==> src/rtl/clock_tick_scheduler_pkg.sv <==
// Shared types and constants for the clock tick scheduler.
// Holds the FSM state type, default burst lengths and the rem-width helper.
package clock_ctrl_pkg;

  typedef enum logic {
    IDLE  = 1'b0,
    BURST = 1'b1
  } state_e;

  localparam int BURST_MIN_DEF = 60;
  localparam int BURST_HR_DEF  = 3600;

  // Longest burst plus one catch-up pulse per tick that can land inside it.
  function automatic int rem_width(input int burst_hr, input int clk_hz);
    return $clog2(burst_hr + burst_hr / clk_hz + 2);
  endfunction

endpackage

==> src/rtl/clock_tick_scheduler_if.sv <==
// Request/strobe bundle between the button logic, the scheduler and the clock datapath.
// master = request side (button/mode logic), slave = scheduler.
interface clock_tick_scheduler_if;
  logic run_en;
  logic btn_min;
  logic btn_hr;
  logic ena;
  logic sec_tick;
  logic busy;
  logic req_drop;

  modport master (
    output run_en, btn_min, btn_hr,
    input  ena, sec_tick, busy, req_drop
  );

  modport slave (
    input  run_en, btn_min, btn_hr,
    output ena, sec_tick, busy, req_drop
  );
endinterface

==> src/rtl/clock_tick_scheduler_sec_prescaler.sv <==
// Divides clk to a one-second wrap strobe; the count holds (not clears) while stopped.
// wrap_o is combinational for the scheduler FSM; sec_tick_o is its registered copy.
module sec_prescaler #(
  parameter int CLK_HZ = 50000000
) (
  input  logic clk,
  input  logic reset,
  input  logic run_en_i,
  output logic wrap_o,
  output logic sec_tick_o
);

  localparam int CNT_W = $clog2(CLK_HZ);
  localparam logic [CNT_W-1:0] CNT_MAX = CNT_W'(CLK_HZ - 1);

  logic [CNT_W-1:0] cnt_q, cnt_d;
  logic             sec_tick_q;

  assign wrap_o     = run_en_i && (cnt_q == CNT_MAX);
  assign sec_tick_o = sec_tick_q;

  always_comb begin
    cnt_d = cnt_q;
    if (wrap_o)        cnt_d = '0;
    else if (run_en_i) cnt_d = cnt_q + CNT_W'(1);
  end

  always_ff @(posedge clk) begin
    if (reset) begin
      cnt_q      <= '0;
      sec_tick_q <= 1'b0;
    end else begin
      cnt_q      <= cnt_d;
      sec_tick_q <= wrap_o;
    end
  end

endmodule

==> src/rtl/clock_tick_scheduler.sv <==
// Drives the clock datapath's ena: 1 Hz ticks normally, 60/3600-pulse bursts for set requests.
// Build option TICK_CATCHUP_EN: seconds ticking during a burst lengthen it instead of being lost.
module clock_tick_scheduler
  import clock_ctrl_pkg::*;
#(
  parameter int CLK_HZ    = 50000000,
  parameter int BURST_MIN = BURST_MIN_DEF,
  parameter int BURST_HR  = BURST_HR_DEF
) (
  input  logic                   clk,
  input  logic                   reset,
  clock_tick_scheduler_if.slave  bus
);

  localparam int REM_W = rem_width(BURST_HR, CLK_HZ);

  state_e           state_q, state_d;
  logic [REM_W-1:0] rem_q, rem_d;
  logic [REM_W-1:0] catch_inc;
  logic [REM_W-1:0] rem_sum;
  logic             ena_q, ena_d;
  logic             busy_q, busy_d;
  logic             drop_q, drop_d;
  logic             wrap;

  sec_prescaler #(.CLK_HZ(CLK_HZ)) u_prescaler (
    .clk        (clk),
    .reset      (reset),
    .run_en_i   (bus.run_en),
    .wrap_o     (wrap),
    .sec_tick_o (bus.sec_tick)
  );

`ifdef TICK_CATCHUP_EN
  assign catch_inc = REM_W'(wrap);
`else
  assign catch_inc = '0;
`endif

  // rem counts pulses still owed after the one currently on ena.
  assign rem_sum = rem_q + catch_inc;

  always_comb begin
    state_d = state_q;
    rem_d   = rem_q;
    ena_d   = 1'b0;
    busy_d  = 1'b0;
    drop_d  = 1'b0;
    unique case (state_q)
      IDLE: begin
        ena_d = wrap;
        if (bus.btn_hr) begin
          state_d = BURST;
          rem_d   = REM_W'(BURST_HR - 1) + catch_inc;
          ena_d   = 1'b1;
          busy_d  = 1'b1;
          drop_d  = bus.btn_min;
        end else if (bus.btn_min) begin
          state_d = BURST;
          rem_d   = REM_W'(BURST_MIN - 1) + catch_inc;
          ena_d   = 1'b1;
          busy_d  = 1'b1;
        end
      end
      BURST: begin
        drop_d = bus.btn_min | bus.btn_hr;
        if (rem_sum == '0) begin
          state_d = IDLE;
          rem_d   = '0;
        end else begin
          rem_d  = rem_sum - REM_W'(1);
          ena_d  = 1'b1;
          busy_d = 1'b1;
        end
      end
      default: state_d = IDLE;
    endcase
  end

  always_ff @(posedge clk) begin
    if (reset) begin
      state_q <= IDLE;
      rem_q   <= '0;
      ena_q   <= 1'b0;
      busy_q  <= 1'b0;
      drop_q  <= 1'b0;
    end else begin
      state_q <= state_d;
      rem_q   <= rem_d;
      ena_q   <= ena_d;
      busy_q  <= busy_d;
      drop_q  <= drop_d;
    end
  end

  assign bus.ena      = ena_q;
  assign bus.busy     = busy_q;
  assign bus.req_drop = drop_q;

endmodule

==> src/flat_wrapper.sv <==
// flat-port wrapper written by rule: the top's interface ports become plain ports
module clock_tick_scheduler_flat import clock_ctrl_pkg::*;
#(
  parameter int CLK_HZ    = 50000000,
  parameter int BURST_MIN = BURST_MIN_DEF,
  parameter int BURST_HR  = BURST_HR_DEF
)
  (clk, reset, bus_run_en, bus_btn_min, bus_btn_hr, bus_ena, bus_sec_tick, bus_busy, bus_req_drop);
  clock_tick_scheduler_if bus_i ();
  input  logic clk;
  input  logic reset;
  input wire logic [$bits(bus_i.run_en)-1:0] bus_run_en;
  input wire logic [$bits(bus_i.btn_min)-1:0] bus_btn_min;
  input wire logic [$bits(bus_i.btn_hr)-1:0] bus_btn_hr;
  output wire logic [$bits(bus_i.ena)-1:0] bus_ena;
  output wire logic [$bits(bus_i.sec_tick)-1:0] bus_sec_tick;
  output wire logic [$bits(bus_i.busy)-1:0] bus_busy;
  output wire logic [$bits(bus_i.req_drop)-1:0] bus_req_drop;
  assign bus_i.run_en = bus_run_en;
  assign bus_i.btn_min = bus_btn_min;
  assign bus_i.btn_hr = bus_btn_hr;
  assign bus_ena = bus_i.ena;
  assign bus_sec_tick = bus_i.sec_tick;
  assign bus_busy = bus_i.busy;
  assign bus_req_drop = bus_i.req_drop;
  clock_tick_scheduler #(.CLK_HZ(CLK_HZ), .BURST_MIN(BURST_MIN), .BURST_HR(BURST_HR)) u_core (.clk(clk), .reset(reset), .bus(bus_i));
endmodule
==> config.mk <==
export PLATFORM = sky130hd
export DESIGN_NAME = clock_tick_scheduler_flat
export DESIGN_NICKNAME = d
export VERILOG_FILES = /design/src/rtl/clock_tick_scheduler_pkg.sv /design/src/rtl/clock_tick_scheduler_if.sv /design/src/rtl/clock_tick_scheduler_sec_prescaler.sv /design/src/rtl/clock_tick_scheduler.sv /design/src/flat_wrapper.sv
export SDC_FILE = /design/constraint.sdc
export NUM_CORES = 1
export LEC_CHECK = 0
export BUFFER_PORTS_ARGS = -buffer_cell sky130_fd_sc_hd__buf_2
export CAP_MARGIN = 20
export CORE_MARGIN = 2
export CORE_UTILIZATION = 41
export DETAILED_ROUTE_END_ITERATION = 10
export GPL_TIMING_DRIVEN = 1
export REMOVE_ABC_BUFFERS = 1
export SYNTH_ARGS = -nofsm -noshare
export SYNTH_HDL_FRONTEND = slang
export SYNTH_SLANG_ARGS = --single-unit
==> constraint.sdc <==
create_clock -name clk -period 2.7 [get_ports clk]
set_clock_uncertainty 0.2 [all_clocks]
set_input_delay 0.405 -clock clk [delete_from_list [all_inputs] [get_ports clk]]
set_output_delay 0.405 -clock clk [all_outputs]
set_load 0.005 [all_outputs]
Word level (Yosys, flattened, before mapping)
Cells that the tools add are included.
{"block": "classes", "add_sub_neg": 2, "n_reduce_logical": 3, "n_mux": 13, "bitwise_logic": 2, "eq_ne": 2}
{"operator": "two-way mux 12 bit", "n": 3}
{"operator": "adder 26 x 1 -> 26 bit, second input constant", "n": 1}
{"operator": "equality test 26 bit, second input constant", "n": 1}
{"operator": "case mux 12 bit (2 select lines)", "n": 1}
{"operator": "logical NOT 12 bit", "n": 1}
{"operator": "subtractor 12 x 1 -> 12 bit, second input constant", "n": 1}
{"operator": "two-way mux 1 bit", "n": 6}
{"operator": "case mux 1 bit (2 select lines)", "n": 3}
{"operator": "inequality test 3 bit, second input constant", "n": 1}
{"operator": "OR reduction 2 bit", "n": 1}
{"operator": "logical AND 1 bit", "n": 1}
{"operator": "inverter 1 bit", "n": 1}
{"operator": "OR 1 bit", "n": 1}
{"block": "totals", "reg_bits": 42, "in_bits": 5, "out_inout_bits": 4}

Logic depth before layout (Yosys ltp)
Gate-level depths: netlist (run 1).
{"block": "logic_depth", "ltp_word": 5, "depth_mapped": 6}

Hierarchy
Synthesis (run 1) repeated with hierarchy kept, for this count alone.
{"block": "unflattened", "hier_cells": 248, "area_unflattened_um2": 2088.3}
{"module": "sec_prescaler", "area_each_um2": 1257.5, "cells_each": 145, "n_inst": 1}
{"module": "clock_tick_scheduler", "area_each_um2": 830.8, "cells_each": 103, "n_inst": 1}

Worst setup path before layout (run 1)
Ideal clock, no wire load.
{"block": "synth_timing", "path_type": "reg-to-reg", "startpoint": "register u_core.rem_q[0]", "endpoint": "register u_core.rem_q[0]", "stages_incl_launch_ff": 7, "path_slack_ns": 0.796, "path_buffers": 0, "setup_ns": 0.128, "arrival_ns": 1.577, "t_required_ns": 2.372, "cell_sequence": "dfxtp_1 inv_1 ha_1 or4b_1 o31a_1 a21oi_1 nor2_1"}
{"block": "synth_between", "elab_chain_cells": 3, "word_cells_on_any_way": 4, "classes_between": "add/sub (1); mux (2); reduce/logical (1)"}
{"item": "from (decl)", "line_no": "clock_tick_scheduler.sv:18", "source": "logic [REM_W-1:0] rem_q, rem_d;"}
{"item": "from (signal assigned)", "line_no": "clock_tick_scheduler.sv:89", "source": "rem_q <= rem_d;"}
{"item": "subtractor 12 x 1 -> 12 bit or logical NOT 12 bit (tied branches)", "line_no": "clock_tick_scheduler.sv:71, clock_tick_scheduler.sv:67"}
{"item": "two-way mux 12 bit *", "line_no": "clock_tick_scheduler.sv:67", "source": "if (rem_sum == '0) begin"}
{"item": "case mux 12 bit (2 select lines) *", "line_no": "clock_tick_scheduler.sv:49", "source": "unique case (state_q)"}
Every way passes the cells marked *; elsewhere a longest branch is shown, timed or not.
A chain may end at the register's enable or synchronous reset.

Worst setup path after layout (run 1)
{"block": "layout_timing", "startpoint": "register u_core.rem_q[0]", "endpoint": "register u_core.rem_q[2]"}
The elaborated chain is that of the path after synthesis.

==> metrics.md, run 1 <==
| Metric | Value |
|---|---|
| Global Route Usage Sum | 16.40% |
| CP Data Arrival Time | 2.08 ns |
| PwrDens | 533.5 mW/mm² |
| Die Area | 0.005877 mm² |
| WL final | 4.465 mm |
| Max_slew headroom | 57.69% |
| First-pass GRT wire length | 7.866 mm |
| Die extent in x | between 70 and 80 µm |
| Post-synthesis instance area | 0.002165 mm² |
| Root buf cell | clkbuf_8 |
| Buf+Inv Stages, Crit Path | 1 |
| Post-Synth XOR/XNOR Area | 4.451% |
| Total CTS buffers | 5 |
| Worst-case reg-to-reg path depth | 6 |
| Crit share post-route | 77.49% |
| Worst setup SP type | flop |
| N_diodes | 0 |
| Setup TNS | 0 ns |
| Crit. End Element | flop |
| Die height | about 77 µm |
| Synth Area in Compound Gates | 22.20% |
| Share of layout cells above drive strength 1 | about 14% |
| Final net count | 262 |
| CP max stage cell | or4b_1 |
| Vias in the first global route | 1724 |
| Total gr overflow | 0 |
| Number of routed nets with antenna violations | 0 |
| Initial DRT Pass Iterations | 4 |
| Crit-path cells | inv_1, ha_1, or4b_1, o31ai_4, o21ai_0, o211a_1 |
| WP depth | 6 |
| Worst hold path class | in -> reg |
| Area leader, netlist | dfxtp_1 |
| Port bufs | 8 |
| Worst path max stage delay | 0.53 ns |
| CTS sink count | between 40 and 50 |
| Syn Area/Cell | roughly 8.8 µm² |
| Hold_buf cts | 0 |
| Max FO, Critical Path | 6 |
| # IOs | 9 |
| Starting density of the core | 42.38% |
| Mapped Cells | 245 |
| Register area share after synthesis | approximately 39% |
| Clock Pin Slew Worst Setup and Hold Paths | 0.07 ns |
| Reg2Reg Setup Slack | 0.61 ns |
| Via count | ~1.8k |
| Synth-to-Final Area Change | 8.035% |
| Reg2reg end | u_core.rem_q[2]$_SDFFE_PP0P_ |
| Vias per cell | 5.633 |
| YS warnings | 0 |
| WP data required | around 2.7 ns |
| Gpl congestion | 0.8227 |
| DRC Markers | 0 |
| RSZ-0062 raised after global routing | no |
| Fmax | 478.0 MHz |
| Clock buffer depth | 2 |
| CTS tree | yes |
| Status | complete, no violations |
| Final hold vios | 0 |
| 1st-iter DRT viols | 98 |
| # rows | 26 |
| Register bit total from synthesis | 42 |
| Largest family of logic cells by synthesized area | simple AND/OR/NAND/NOR gates |
| Clk_lat worst skew | 0.29 ns |
| Postcts setup bufs | 0 |
| Post-CTS sizing | 0 |
| Synth area leaders | dfxtp_1 (39%), nor2_1 (4.2%), a21oi_1 (3.9%) |
| CP Capture Point | u_core.rem_q[2]$_SDFFE_PP0P_ |
| HPWL after DPL | 3.141 mm |
| Maxcap violations | 0 |
| Fin crit period | 2.092 ns |
| Largest net degree at the start of global routing | 22 |
| Primary FF master, synth | dfxtp_1 |
| Worst slew pin tran | between 0.6 and 0.7 ns |
| Ys async rst share | 0% |
| Static Leak | 0.0007679 µW |
| Final setup viols | 0 |
| R2R Path Start | u_core.rem_q[0]$_SDFFE_PP0P_ |
| Post-synthesis adder-cell area fraction | under 10% |
| Post-synthesis mux area share | less than 1% |
| Commonest non-fill, non-tap cell in the layout | dfxtp_1 |
| Min Hold Slack | 0.2059 ns |
| EDFF count, synth | 0 |
| Pins Over Slew Limit | 0 |
| Synth top area share | 38.84% |
| Commonest non-fill, non-tap cells in the layout | dfxtp_1 (42), nor2_1 (24), a21oi_1 (17), nand2_1 (16), o21ai_0 (12) |
| CP Launch Point | u_core.rem_q[0]$_SDFFE_PP0P_ |
| Maximum vdd drop | 252.2 µV |
| Critical path class | reg -> reg |
| Drt wl/cell | 13.78 µm |
| Floorplan core area | approximately 0.0051 mm² |
| CP top delay family | compound AO/OA/AOI/OAI gates |
| Synth cell types | 49 |
| H-tree levels | 2 |
| Initial antenna violation count | 0 |
| Simple-Gate Fraction of Synth Area | around 28% |
==> cell usage after synthesis, types with 7 or more instances <==
library cell and count:
o31ai_1 9, nor2_1 24, dfxtp_1 42, or4_1 8
o21ai_0 12, inv_1 10, a31oi_1 7, or3_1 7
nand2_1 16, nand3_1 10, a21oi_1 17
==> area by class of cell <==
| class | instances | area [µm²] |
|---|---|---|
| Tap cell | 70 | 87.58 |
| Inverter | 10 | 37.54 |
| Timing Repair Buffer | 10 | 67.56 |
| Clock buffer | 7 | 76.32 |
| Fill cell | 515 | 2769 |
| Sequential cell | 42 | 840.8 |
| Multi-Input combinational cell | 185 | 1229 |
==> routing by layer <==
metal	track usage [%]	part of all wire, %	vias to the layer above
li1	-	-	949
met4	7.273	2.0	0
met5	0	0	-
met2	26.05	46	21
met3	3.882	3.2	10
met1	21.15	49	845
==> state kept, by name, summed over array words and instances (netlist names) <==
signal / cells
u_core.u_prescaler.cnt_q: 26
u_core.rem_q: 12
u_core.bus.busy: 1
u_core.bus.req_drop: 1
u_core.u_prescaler.sec_tick_o: 1
u_core.bus.ena: 1
==> how the worst min path moves through the flow <==
stage                                                    startpoint                                        end  slack (ns)  cells past startpoint
after floorplan                        u_core.rem_q[6]$_SDFFE_PP0P_               u_core.rem_q[6]$_SDFFE_PP0P_        0.24                      2
after global placement    u_core.u_prescaler.cnt_q[25]$_SDFFE_PP0P_  u_core.u_prescaler.cnt_q[25]$_SDFFE_PP0P_        0.25                      2
after detailed placement  u_core.u_prescaler.cnt_q[25]$_SDFFE_PP0P_  u_core.u_prescaler.cnt_q[25]$_SDFFE_PP0P_        0.26                      2
after CTS                                                bus_btn_hr             u_core.bus.req_drop$_SDFF_PP0_        0.20                      3
after global routing                                     bus_btn_hr             u_core.bus.req_drop$_SDFF_PP0_        0.24                      3
final                                                    bus_btn_hr             u_core.bus.req_drop$_SDFF_PP0_        0.21                      3
==> cell families (layout without fill, tap and decap cells) <==
| logic type | after synthesis | after routing |
|---|---|---|
| buffers and inverters | 18 | 27 |
| DFF | 42 | 42 |
| muxes | 1 | 1 |
| xor gates and xnor gates | 11 | 11 |
| adders and majority gates | 3 | 3 |
| AOI/OAI and AO/OA | 69 | 69 |
| and+or+nand+nor | 101 | 101 |
==> report_power, final <==
| group | internal (µW) | switching, µW |
|---|---|---|
| registers | 647 | 34.3 |
| logic | 76.2 | 103 |
| clock network | 178 | 208 |
==> worst min-delay path, cell delays in order <==
cell and delay [ns]:
buf_2 0.14, nand2_1 0.06, a21oi_1 0.05
==> through the flow <==
stage / utilization, % / power (µW) / setup WS, ns / area, µm² / std cells
floorplan: - / 819.1 / 0.8095 / 2107 / 237
global placement: 44.29 / 874.6 / 0.6353 / 2262 / 317
detailed placement: 44.29 / 875.3 / 0.6187 / 2262 / 317
CTS: 45.79 / 1261 / 0.6002 / 2338 / 324
global route: 45.79 / 1312 / 0.5199 / 2338 / 324
finish: 45.79 / 1248 / 0.6078 / 2338 / 324
No activity file was read; power rests on OpenSTA's default activity.
==> run 2, diff against run 1 <==
--- a/config.mk
+++ b/config.mk
@@ -5,6 +5,7 @@
 export SDC_FILE = /design/constraint.sdc
 export NUM_CORES = 1
 export LEC_CHECK = 0
+export ABC_AREA = 1
 export BUFFER_PORTS_ARGS = -buffer_cell sky130_fd_sc_hd__buf_2
 export CAP_MARGIN = 20
 export CORE_MARGIN = 2
==> constraint.sdc (replaced) <==
create_clock -name clk -period 2.2 [get_ports clk]
set_clock_uncertainty 0.2 [all_clocks]
set_input_delay 0.33 -clock clk [delete_from_list [all_inputs] [get_ports clk]]
set_output_delay 0.33 -clock clk [all_outputs]
set_load 0.005 [all_outputs]
==> run 2 against run 1 <==
Compared with the run above: synthesized area is 9.9% higher; register-to-register slack worse by 0.18 ns; synthesized cell count grew 50%; critical path depth is 1 higher; maximum frequency rose by 18%; hold slack worse by 0.034 ns; sequential share of layout area down 3.5 points; sequential power rose by 20%; clock power increased by 24%; critical path type unchanged; power up 21%; via count up 19%; utilization rose by 0.96 points.
==> metrics.md, run 2 <==
| Metric | Value |
|---|---|
| Area leader, netlist | dfxtp_1 |
| Syn Area/Cell | 6.484 µm² (-27%) |
| WL final | 5.247 mm (+18%) |
| Crit-path cells | ha_1, nand3_2, nor2_2, nand3_1, o21ai_2, buf_4, nor2_1 |
| Post-CTS sizing | 0 (unchanged) |
| Crit share post-route | 80.78% (+3.3 points) |
| Commonest non-fill, non-tap cells in the layout | nand2_1 (94), nor2_1 (67), inv_1 (48), dfxtp_1 (42), nand3_1 (29) |
| First-pass GRT wire length | 9.080 mm (+15%) |
| Die Area | 0.006430 mm² (+9.4%) |
| Primary FF master, synth | dfxtp_1 |
| Maximum vdd drop | 215.4 µV (-15%) |
| Fmax | 562.7 MHz (+18%) |
| Post-synth top cells | nand2_1 (94), nor2_1 (67), inv_1 (48), dfxtp_1 (42), nand3_1 (29) |
| PwrDens | 584.6 mW/mm² (+9.6%) |
| Initial DRT Pass Iterations | 4 (unchanged) |
| CTS tree | yes |
| EDFF count, synth | 0 (unchanged) |
| Gpl congestion | 0.8621 (+4.8%) |
| Pins Over Slew Limit | 0 (unchanged) |
| Vias in the first global route | 1982 (+15%) |
| Most flops, register | u_core.u_prescaler.cnt_q |
| Buf+Inv Stages, Crit Path | 1 (unchanged) |
| Crit. End Element | flop |
| Clock Pin Slew Worst Setup and Hold Paths | 0.08 ns (about the same) |
| DRC Markers | 0 (unchanged) |
| Register bit total from synthesis | 42 (unchanged) |
| Mapped Cells | 367 (+50%) |
| Synth-to-Final Area Change | 8.833% |
| Met3 GRT Util | 4.157% (+0.27 points) |
| M2 GR Usage | 29.17% (+3.1 points) |
| WP data required | 2.18 ns (-0.51 ns) |
| Port bufs | 8 (unchanged) |
| Vias per cell | 4.780 (-15%) |
| 1st-iter DRT viols | 118 (+20%) |
| Starting density of the core | 42.95% (+0.57 points) |
| Final setup viols | 0 (unchanged) |
| Final core occ | 46.75% (+0.96 points) |
| Drt wl/cell | 11.56 µm (-16%) |
| YS warnings | 0 (unchanged) |
| Largest net degree at the start of global routing | 14 (-36%) |
| RSZ-0062 raised after global routing | no |
| CTS sink count | 42 (unchanged) |
| Via count | 2170 (+19%) |
| Status | complete, no violations |
| Ys async rst share | 0% (unchanged) |
| Synth area leaders | dfxtp_1 (35%), nand2_1 (15%), nor2_1 (11%) |
| Worst setup SP type | flop |
| Clock buffer depth | 2 (unchanged) |
| Worst slew pin tran | 0.5940 ns (-0.03492 ns) |
| Register area share after synthesis | 35.33% (-3.5 points) |
| Critical path class | reg -> reg |
| Hold_buf cts | 0 (unchanged) |
| Total gr overflow | 0 (unchanged) |
| Global Route Usage Sum | 18.05% (+1.7 points) |
| Die height | 80.19 µm (+4.6%) |
| Die extent in x | 80.19 µm (+4.6%) |
| Synth top area share | 35.33% (-3.5 points) |
| Fin crit period | 1.777 ns (-0.3150 ns) |
| Worst hold path class | in -> reg |
| Met1 Usage GRT | 23.90% (+2.7 points) |
| Floorplan core area | 0.005540 mm² (+8.5%) |
| HPWL after DPL | 4.007 mm (+28%) |
| Max_slew headroom | 59.98% (+2.3 points) |
| Synth cell types | 29 (-41%) |
| Commonest non-fill, non-tap cell in the layout | nand2_1 |
| Total CTS buffers | 5 (unchanged) |
| CP top delay family | simple AND/OR/NAND/NOR gates |
| CP Data Arrival Time | 1.76 ns (-0.32 ns) |
| Root buf cell | clkbuf_8 |
| N_diodes | 0 (unchanged) |
| # IOs | 9 (unchanged) |
| Final net count | 390 (+49%) |
| Setup TNS | 0 ns (unchanged) |
| Number of flip-flops in the largest register | 26 (unchanged) |
| Post-synthesis instance area | 0.002380 mm² (+9.9%) |
| Top Usage Layer GRT | met2 |
| Postcts setup bufs | 0 (unchanged) |
| Share of layout cells above drive strength 1 | 9.686% (-4.5 points) |
| Most common cell in the netlist | nand2_1 |
| Worst path max stage delay | 0.37 ns (-0.16 ns) |
| Regs by FF count | u_core.u_prescaler.cnt_q: 26 flops, u_core.rem_q: 12 flops |
| Maxcap violations | 0 (unchanged) |
| Number of routed nets with antenna violations | 0 (unchanged) |
| Static Leak | 0.001069 µW (+39%) |
| # rows | 27 (+3.8%) |
| Initial antenna violation count | 0 (unchanged) |
| CP max stage cell | dfxtp_1 |
| Final hold vios | 0 (unchanged) |
| H-tree levels | 2 (unchanged) |
| Max FO, Critical Path | 13 (+7) |
| Clk_lat worst skew | 0.29 ns (about the same) |
==> run 2: changes by cell type after synthesis, moves of 5 or more <==
cell | before | now
a311oi_1 | 5 | 0
a31oi_1 | 7 | 0
inv_1 | 10 | 48
nand2_1 | 16 | 94
nand3_1 | 10 | 29
nor2_1 | 24 | 67
o31ai_1 | 9 | 0
or3_1 | 7 | 0
or4_1 | 8 | 0
==> run 2: cell type report <==
cell class | count | area (µm²)
fill | 588 | 2950
inverter | 49 | 186.4
tap | 72 | 90.09
clock buffer | 7 | 76.32
timing repair buffer | 11 | 62.56
multi-input combinational | 273 | 1334
sequential | 42 | 840.8
==> run 2: path summary, 6_finish.rpt <==
path / end / slack, ns / depth (start not counted) / from
setup / recovery: u_core.u_prescaler.cnt_q[19]$_SDFFE_PP0P_ / 0.42 / 7 / u_core.u_prescaler.cnt_q[1]$_SDFFE_PP0P_
hold / removal: u_core.bus.req_drop$_SDFF_PP0_ / 0.17 / 3 / bus_btn_min
setup reg to reg: u_core.u_prescaler.cnt_q[19]$_SDFFE_PP0P_ / 0.42 / 7 / u_core.u_prescaler.cnt_q[1]$_SDFFE_PP0P_
hold reg to reg: u_core.u_prescaler.cnt_q[0]$_SDFFE_PP0P_ / 0.29 / 2 / u_core.u_prescaler.cnt_q[0]$_SDFFE_PP0P_
==> run 2: routing by layer <==
layer,wire (µm),part of all wire [%]
met1,2655,51
met2,2364,45
met4,48,0.91
met5,0,0
met3,178,3.4
==> run 2: cells by family (layout without fill, tap and decap cells) <==
logic type / after synthesis / after routing / share of synthesized area (%)
and+or+nand+nor: 222 / 222 / 41.85
buffers and inverters: 52 / 67 / 8.622
DFF: 42 / 42 / 35.33
AOI/OAI and AO/OA: 38 / 38 / 8.938
xor gates and xnor gates: 10 / 10 / 3.681
adders and majority gates: 3 / 3 / 1.577
==> run 2: per-stage QoR <==
| stage | hold WS, ns | power (µW) | instance area [µm²] | setup WS [ns] | cells |
|---|---|---|---|---|---|
| floorplan | 0.1991 | 988.8 | 2361 | 0.3456 | 364 |
| global placement | 0.2737 | 1047 | 2514 | 0.4787 | 447 |
| detailed placement | 0.2840 | 1051 | 2514 | 0.4204 | 447 |
| CTS | 0.1658 | 1524 | 2590 | 0.4048 | 454 |
| global route | 0.1747 | 1600 | 2590 | 0.2760 | 454 |
| finish | 0.1715 | 1514 | 2590 | 0.4228 | 454 |
==> run 2: report_power, final <==
part / internal (µW) / total, µW / leakage (µW) / switching, µW
Clock: 219 / 479 / 0.0000383 / 260
Combinational: 73.4 / 220 / 0.000688 / 147
Sequential: 790 / 815 / 0.000342 / 25.2
==> run 2: tightest hold or removal path, delay by kind of cell <==
| kind | cells | cell delay (ns) |
|---|---|---|
| buf+inv | 2 | 0.17 |
| compound gates | 1 | 0.10 |
